**config.mk**
```make
export PLATFORM = sky130hd
export DESIGN_NAME = rom_read_arbiter
export DESIGN_NICKNAME = d
export VERILOG_FILES = /design/src/rtl/rom_read_arbiter.sv
export SDC_FILE = /design/constraint.sdc
export NUM_CORES = 1
export LEC_CHECK = 0
export CORE_ASPECT_RATIO = 0.9
export CORE_UTILIZATION = 41
export CTS_CLUSTER_DIAMETER = 40
export DETAILED_ROUTE_END_ITERATION = 8
export GPL_TIMING_DRIVEN = 0
export MAX_ROUTING_LAYER = met4
export PLACE_DENSITY = 0.83
export SLEW_MARGIN = 40
export SYNTH_ARGS = -nofsm -noshare
export SYNTH_HDL_FRONTEND = slang
export SYNTH_SLANG_ARGS = --single-unit
export TNS_END_PERCENT = 1
```
**constraint.sdc**
```tcl
create_clock -name clk -period 3.58 [get_ports clk]
set_clock_uncertainty 0.1 [all_clocks]
set_input_delay 0.716 -clock clk [delete_from_list [all_inputs] [get_ports clk]]
set_output_delay 0.716 -clock clk [all_outputs]
set_load 0.1 [all_outputs]
```
**src/rtl/rom_read_arbiter.sv**
```systemverilog
// ============================================================================
// Module   : rom_read_arbiter
// Brief    : Round-robin arbiter sharing one combinational lookup ROM among
//            NUM_REQ requesters. Define ROM_ARB_ADDR_CHECK_EN to add rd_err.
// Revision : 1.0 - initial release
// ============================================================================
`default_nettype none

module rom_read_arbiter #(
    parameter int NUM_REQ   = 4,
    parameter int ADDR_W    = 4,
    parameter int DATA_W    = 10,
    parameter int ROM_DEPTH = 10
) (
    input  logic                        clk,
    input  logic                        rst,
    input  logic [NUM_REQ-1:0]          req,
    input  logic [NUM_REQ*ADDR_W-1:0]   req_addr,
    output logic [NUM_REQ-1:0]          gnt,
    output logic [ADDR_W-1:0]           rom_addr,
    input  logic [DATA_W-1:0]           rom_data,
    output logic                        rd_valid,
    output logic [$clog2(NUM_REQ)-1:0]  rd_id,
    output logic [DATA_W-1:0]           rd_data,
    output logic                        busy
`ifdef ROM_ARB_ADDR_CHECK_EN
    ,
    output logic                        rd_err
`endif
);

    localparam int                 c_id_w     = $clog2(NUM_REQ);
    localparam int                 c_sw       = c_id_w + 1;
    localparam logic [c_id_w-1:0]  c_last_rst = c_id_w'(NUM_REQ - 1);
    localparam logic [0:0]         c_idle     = 1'b0;
    localparam logic [0:0]         c_read     = 1'b1;

    logic [0:0]          r_state, w_state_nxt;
    logic [NUM_REQ-1:0]  r_gnt, w_gnt_nxt;
    logic [ADDR_W-1:0]   r_rom_addr, w_rom_addr_nxt;
    logic                r_rd_valid, w_rd_valid_nxt;
    logic [c_id_w-1:0]   r_rd_id, w_rd_id_nxt;
    logic [DATA_W-1:0]   r_rd_data, w_rd_data_nxt;
    logic                r_busy, w_busy_nxt;
    logic [c_id_w-1:0]   r_last, w_last_nxt;
    logic                w_addr_bad;

    logic [ADDR_W-1:0]   w_addr_arr [NUM_REQ];
    logic                w_found;
    logic [c_id_w-1:0]   w_win;
    logic [c_sw-1:0]     w_sum;

    for (genvar g = 0; g < NUM_REQ; g++) begin : g_unpack
        assign w_addr_arr[g] = req_addr[g*ADDR_W +: ADDR_W];
    end

    // Scan starting just after the previous winner so it gets lowest priority.
    always_comb begin
        w_found = 1'b0;
        w_win   = '0;
        w_sum   = '0;
        for (int i = 0; i < NUM_REQ; i++) begin
            w_sum = {1'b0, r_last} + c_sw'(1) + c_sw'(i);
            if (w_sum >= c_sw'(NUM_REQ)) begin
                w_sum = w_sum - c_sw'(NUM_REQ);
            end
            if (!w_found && req[w_sum[c_id_w-1:0]]) begin
                w_found = 1'b1;
                w_win   = w_sum[c_id_w-1:0];
            end
        end
    end

`ifdef ROM_ARB_ADDR_CHECK_EN
    localparam logic [ADDR_W:0] c_depth = (ADDR_W+1)'(ROM_DEPTH);
    logic r_rd_err, w_rd_err_nxt;
    assign w_addr_bad = ({1'b0, r_rom_addr} >= c_depth);
    assign rd_err     = r_rd_err;
`else
    assign w_addr_bad = 1'b0;
`endif

    always_ff @(posedge clk) begin
        if (rst) begin
            r_state    <= c_idle;
            r_gnt      <= '0;
            r_rom_addr <= '0;
            r_rd_valid <= 1'b0;
            r_rd_id    <= '0;
            r_rd_data  <= '0;
            r_busy     <= 1'b0;
            r_last     <= c_last_rst;
`ifdef ROM_ARB_ADDR_CHECK_EN
            r_rd_err   <= 1'b0;
`endif
        end else begin
            r_state    <= w_state_nxt;
            r_gnt      <= w_gnt_nxt;
            r_rom_addr <= w_rom_addr_nxt;
            r_rd_valid <= w_rd_valid_nxt;
            r_rd_id    <= w_rd_id_nxt;
            r_rd_data  <= w_rd_data_nxt;
            r_busy     <= w_busy_nxt;
            r_last     <= w_last_nxt;
`ifdef ROM_ARB_ADDR_CHECK_EN
            r_rd_err   <= w_rd_err_nxt;
`endif
        end
    end

    always_comb begin
        w_state_nxt = r_state;
        case (r_state)
            c_idle:  if (w_found) w_state_nxt = c_read;
            c_read:  w_state_nxt = c_idle;
            default: w_state_nxt = c_idle;
        endcase
    end

    always_comb begin
        w_gnt_nxt      = '0;
        w_rom_addr_nxt = r_rom_addr;
        w_rd_valid_nxt = 1'b0;
        w_rd_id_nxt    = r_rd_id;
        w_rd_data_nxt  = r_rd_data;
        w_busy_nxt     = 1'b0;
        w_last_nxt     = r_last;
`ifdef ROM_ARB_ADDR_CHECK_EN
        w_rd_err_nxt   = 1'b0;
`endif
        if (r_state == c_idle) begin
            if (w_found) begin
                w_gnt_nxt[w_win] = 1'b1;
                w_rom_addr_nxt   = w_addr_arr[w_win];
                w_rd_id_nxt      = w_win;
                w_last_nxt       = w_win;
                w_busy_nxt       = 1'b1;
            end
        end else begin
            // Out-of-range words are suppressed; address is still on the bus.
            w_rd_data_nxt  = w_addr_bad ? '0 : rom_data;
            w_rd_valid_nxt = 1'b1;
`ifdef ROM_ARB_ADDR_CHECK_EN
            w_rd_err_nxt   = w_addr_bad;
`endif
        end
    end

    assign gnt      = r_gnt;
    assign rom_addr = r_rom_addr;
    assign rd_valid = r_rd_valid;
    assign rd_id    = r_rd_id;
    assign rd_data  = r_rd_data;
    assign busy     = r_busy;

endmodule

`default_nettype wire

```
# Word level (Yosys, flattened, before mapping)
# Cells that the tools add are included.
# totals
reg_bits	25
input_bits	32
output_inout_bits	22
wordCells	68
# op_classes
add_sub_neg	8
n_lt_le_gt_ge	11
n_mux	28
bitwise_logic	3
n_reduce_logical	10
# ops
op	count
2-bit two-way mux	8
3-bit >= comparator, second input constant	5
2-bit by 3-bit less-than comparator with 1-bit output, second input constant	5
1-bit two-way mux	11
1-bit binary-select mux with 2-bit select	4
4-bit binary-select mux with 2-bit select	1
4-bit two-way mux	2
2-bit by 1-bit subtractor with 2-bit output, second input constant	4
3-bit by 2-bit adder with 3-bit output, second input constant	2
1-bit logical AND	4
2-bit by 1-bit adder with 3-bit output, second input constant	1
3-bit by 1-bit adder with 3-bit output, second input constant	1
1-bit logical NOT	3
2-bit inverter with 3-bit output	1
3-bit OR reduction	1
1-bit demux with 2-bit select	1
2-bit by 1-bit >= comparator with 1-bit output, second input constant	1
1-bit inverter	2
1-bit one-hot mux with 2 select lines	1
2-bit AND reduction	1
2-bit OR reduction	1

# Logic depth before layout (Yosys ltp)
# logic_depth
ltp_word	19
depth_mapped	7
ltp_nobuf	5

# Worst setup path before layout
# OpenSTA, ideal clock, no wires.
# synth_timing
path_kind	register to register
start	reg r_state
end	reg r_rd_data[0], in the netlist rd_data[0]
setup_time_ns	0.128
arrival_time_ns	1.632
required_ns	3.352
setup_slack_ns	1.721
path_stages_with_launch	4
path_buffers	1
period_less_slack_ns	1.859
cell_sequence	dfxtp_1 buf_2 mux2i_1 nor2_1
# synth_rtl
item	line_no	rtl
start: declaration	38	logic [0:0] r_state, w_state_nxt;
start signal: assignment	85	r_state <= c_idle;
start signal: assignment	97	r_state <= w_state_nxt;
end signal: assignment	102	r_rd_data <= w_rd_data_nxt;
end: declaration	43	logic [DATA_W-1:0] r_rd_data, w_rd_data_nxt;

# Worst setup path in the final report
# layout_timing
start	in req[1]
end	reg r_rom_addr[0], in the netlist rom_addr[0]
# layout_via
elab_chain_cells	16
elab_cells_between_ends	27
cone_classes	mux (19); bitwise (1); reduce/logical (7)
# layout_rtl
item	line_no	rtl
start: declaration	17	input logic [NUM_REQ-1:0] req,
1-bit binary-select mux with 2-bit select	67	if (!w_found && req[w_sum[c_id_w-1:0]]) begin
1-bit two-way mux (not written as such)	67	
1-bit two-way mux	67	
1-bit logical NOT	67	
1-bit logical AND	67	
1-bit two-way mux	67	
1-bit logical NOT	67	
1-bit logical AND	67	
1-bit two-way mux	67	
1-bit logical NOT	67	
1-bit logical AND	67	
2-bit two-way mux	67	
2-bit inverter with 3-bit output (not written as such)	134	w_rom_addr_nxt = w_addr_arr[w_win];
4-bit binary-select mux with 2-bit select	134	
4-bit two-way mux (not written as such) (2 in a row)	134	
end signal: assignment	99	r_rom_addr <= w_rom_addr_nxt;
end: declaration	40	logic [ADDR_W-1:0] r_rom_addr, w_rom_addr_nxt;
# Several ways; a longest one is shown, not always the timed one. The select of a mux whose other input is x is not followed.
# A chain may end at the register's enable or synchronous reset.

==> impl_metrics.yaml <==
placed_design:
  io_buffer_count: 53
  place_congestion: 0.7440
  placed_area_um2: 1470
  hpwlAfterDp_mm: 1.881
sta:
  fin_setup_tns_ns: 0
  worstMarginPinSlew_ns: 0.4928
  whs_ns: 0.4018
  min_period_ns: 2.133
  final_hold_viol_count: 0
  slew_headroom: 0.6738
  slew_violations: 0
  finalCritPeriodShare: 0.5957
  rsz0062_at_grt: "no"
  setup_viol: 0
  max_freq_mhz: 468.9
detailed_routing:
  drc: 0
  firstDrtPassIters: 4
  m1WireLength_mm: 1.027
  routed.top_layer: "met4"
  wl_met3_um: 221
  routedWlPerCell_um: 12.94
  drtIter0Drc: 23
  routed_wl_mm: 2.420
  detail-route-antenna-nets: 0
  vias_per_cell: 5.080
  met2_wirelength_mm: 1.163
  route.vias.total: 950
grt:
  grt_start_max_net_pins: 15
  grt_usage: 0.1957
  grt_pass1_wl_mm: 3.657
  antenna_found_initial: 0
  grt_pass1_vias: 875
  grt-ovfl-total: 0
clock_network:
  clk_pin_slew_ns: 0.13
  hold_buffers: 0
  htreeDepth: 1
  postCtsSetupBuffers: 0
  cts_root_buf: "clkbuf_4"
  cts_sinks: 24
  cts_tree: "yes"
  cts_made_buffers: 3
  clockBufferDepth: 2
  ctsResizeCount: 0
  insertion_delay_ns: 0.31
status:
  status: "finished clean"
synthesis:
  yosys_warnings: 0
  synth_cell_types: 25
  synth-seq-cells: 24
  synth_area_per_cell_um2: 9.864
  seq_area_frac_synth: 0.4729
  synthesis.nets: 135
  syn_area_um2: 1016
  synth_cells: 103
critical_path:
  cpPeakStageDelay_ns: 0.53
  crit_slowest_cell: "clkdlybuf4s50_1"
  crit_type: "in2reg"
  end_kind: "flop"
  cp_cell_sequence: "clkdlybuf4s50_1, nor2b_2, a21oi_1, o221ai_1, nand2_1, o221ai_1"
  timing.rr.start: "r_last[1]"
  required_ns: 3.72
  path_common_cell: "o221ai_1"
  worstPathArrival_ns: 2.27
  critPathLaunchType: "input port"
  crit_fanout: 4
  cp-startpoint: "req[1]"
layout:
  fill_cells: 192
  syn2layout_area_growth_pct: 49.88
  final_area_um2: 1523
  final_nets: 193
  drive_gt1_frac: 0.2250
  n_antenna_cell: 0
floorplanning:
  start_util: 0.4491
  core-area_um2: 2262
  rows: 16
  die_h_um: 49.23
  die_width_um: 54.47
  dieArea_um2: 2681
  io_pins: 54
power_and_ir_drop:
  worst_ir_drop_vdd_uv: 382.4
  power.density_nw_per_um2: 527.1
  p_leak_nw: 0.7123
hold_path:
  hp-class: "reg2reg"
  hp-start: "rd_id[0]"
flow_run:
  drv_cap: 0
==> area by class of cell <==
type                    instances  area (um^2)  area share
plain buffers                   6        42.54     0.02794
multi-input cells              72        489.2      0.3213
clock buffers                   3        22.52     0.01479
flip-flops and latches         24        480.5      0.3155
inverters                       1        3.754    0.002465
clock inverters                 1        30.03     0.01972
well taps                      27        33.78     0.02219
repair buffers                 53        420.4      0.2761
==> where the power goes <==
part           switching, W  internal, W
Clock             0.0000825     0.000113
Sequential        0.0000119     0.000291
Combinational      0.000217    0.0000877
==> state kept, by name, indices dropped and copies added (netlist names) <==
signal	count
gnt	4
rom_addr	4
r_last	2
rd_valid	1
r_state	1
rd_data	10
rd_id	2
==> kinds of logic (layout without fill, tap and decap cells) <==
kind of cell	Yosys count	count (layout)	synth area share
DFF	24	24	0.4729
buffers and inverters	7	64	0.04556
muxes	19	19	0.1872
and+or+nand+nor	39	39	0.1884
AOI/OAI and AO/OA	14	14	0.1059
==> final timing paths <==
| kind | end | slack, ns | depth (start not counted) |
|---|---|---|---|
| min | rd_id[0] | 0.40 | 2 |
| max | rom_addr[0] | 1.45 | 6 |
| min reg2reg | rd_id[0] | 0.40 | 2 |
| max reg2reg | rom_addr[0] | 2.01 | 5 |
==> critical path, delay by kind of cell <==
| kind | cells | cell delay (ns) |
|---|---|---|
| AND/OR/NAND/NOR | 2 | 0.38 |
| AO/OA/AOI/OAI | 3 | 0.65 |
| buffers and inverters | 1 | 0.53 |
==> per-layer routing <==
layer  global-route usage  up-vias
met5                    -        -
met4              0.05128        0
met3              0.05607        2
met2               0.3171       48
met1               0.2318      429
li1                     -      471
==> cell usage after synthesis, drive strengths merged <==
cell type  count  share of area
o21bai         1         0.0074
a21oi          4          0.023
nor2          20          0.081
buf            4          0.034
o221a          1          0.011
or3            1         0.0062
o221ai         5          0.043
nor2b          2          0.015
o211ai         1         0.0074
dfxtp         24           0.47
nand3b         5          0.037
mux2i         19           0.19
a31oi          1         0.0062
or2            1         0.0086
clkbuf         2         0.0074
a21o           1         0.0074
inv            1         0.0037
nor3           1         0.0049
nand2          9          0.036
==> cells in the final DEF, fill, tap and decap left out <==
cell type,Yosys,final
or3_1,1,1
a31oi_1,1,1
o221ai_1,5,5
o221a_2,1,1
a21oi_1,3,3
nand3b_1,5,5
a21oi_2,1,1
nor2b_1,1,1
buf_6,2,2
o211ai_1,1,1
or2_4,1,1
inv_1,1,1
nand2_1,8,8
nor2_4,1,1
nor2_1,19,19
buf_4,1,1
mux2i_1,19,19
clkbuf_1,2,2
clkbuf_4,0,3
nand2_2,1,1
dfxtp_1,24,24
bufinv_16,0,1
a21o_1,1,1
nor2b_2,1,1
buf_2,1,23
o21bai_1,1,1
clkdlybuf4s50_1,0,31
nor3_1,1,1
==> per-stage QoR <==
stage | util | total power [W] | std cells | setup slack (ns)
2_1_floorplan | - | 0.0005396 | 103 | 1.721
3_3_place_gp | 0.6986 | 0.0006272 | 183 | 1.176
3_5_place_dp | 0.6499 | 0.0006133 | 183 | 1.169
4_1_cts | 0.6731 | 0.0008107 | 187 | 1.490
5_1_grt | 0.6731 | 0.0008339 | 187 | 1.366
6_report | 0.6731 | 0.0008027 | 187 | 1.447
Power figures use the tool's default switching activity.
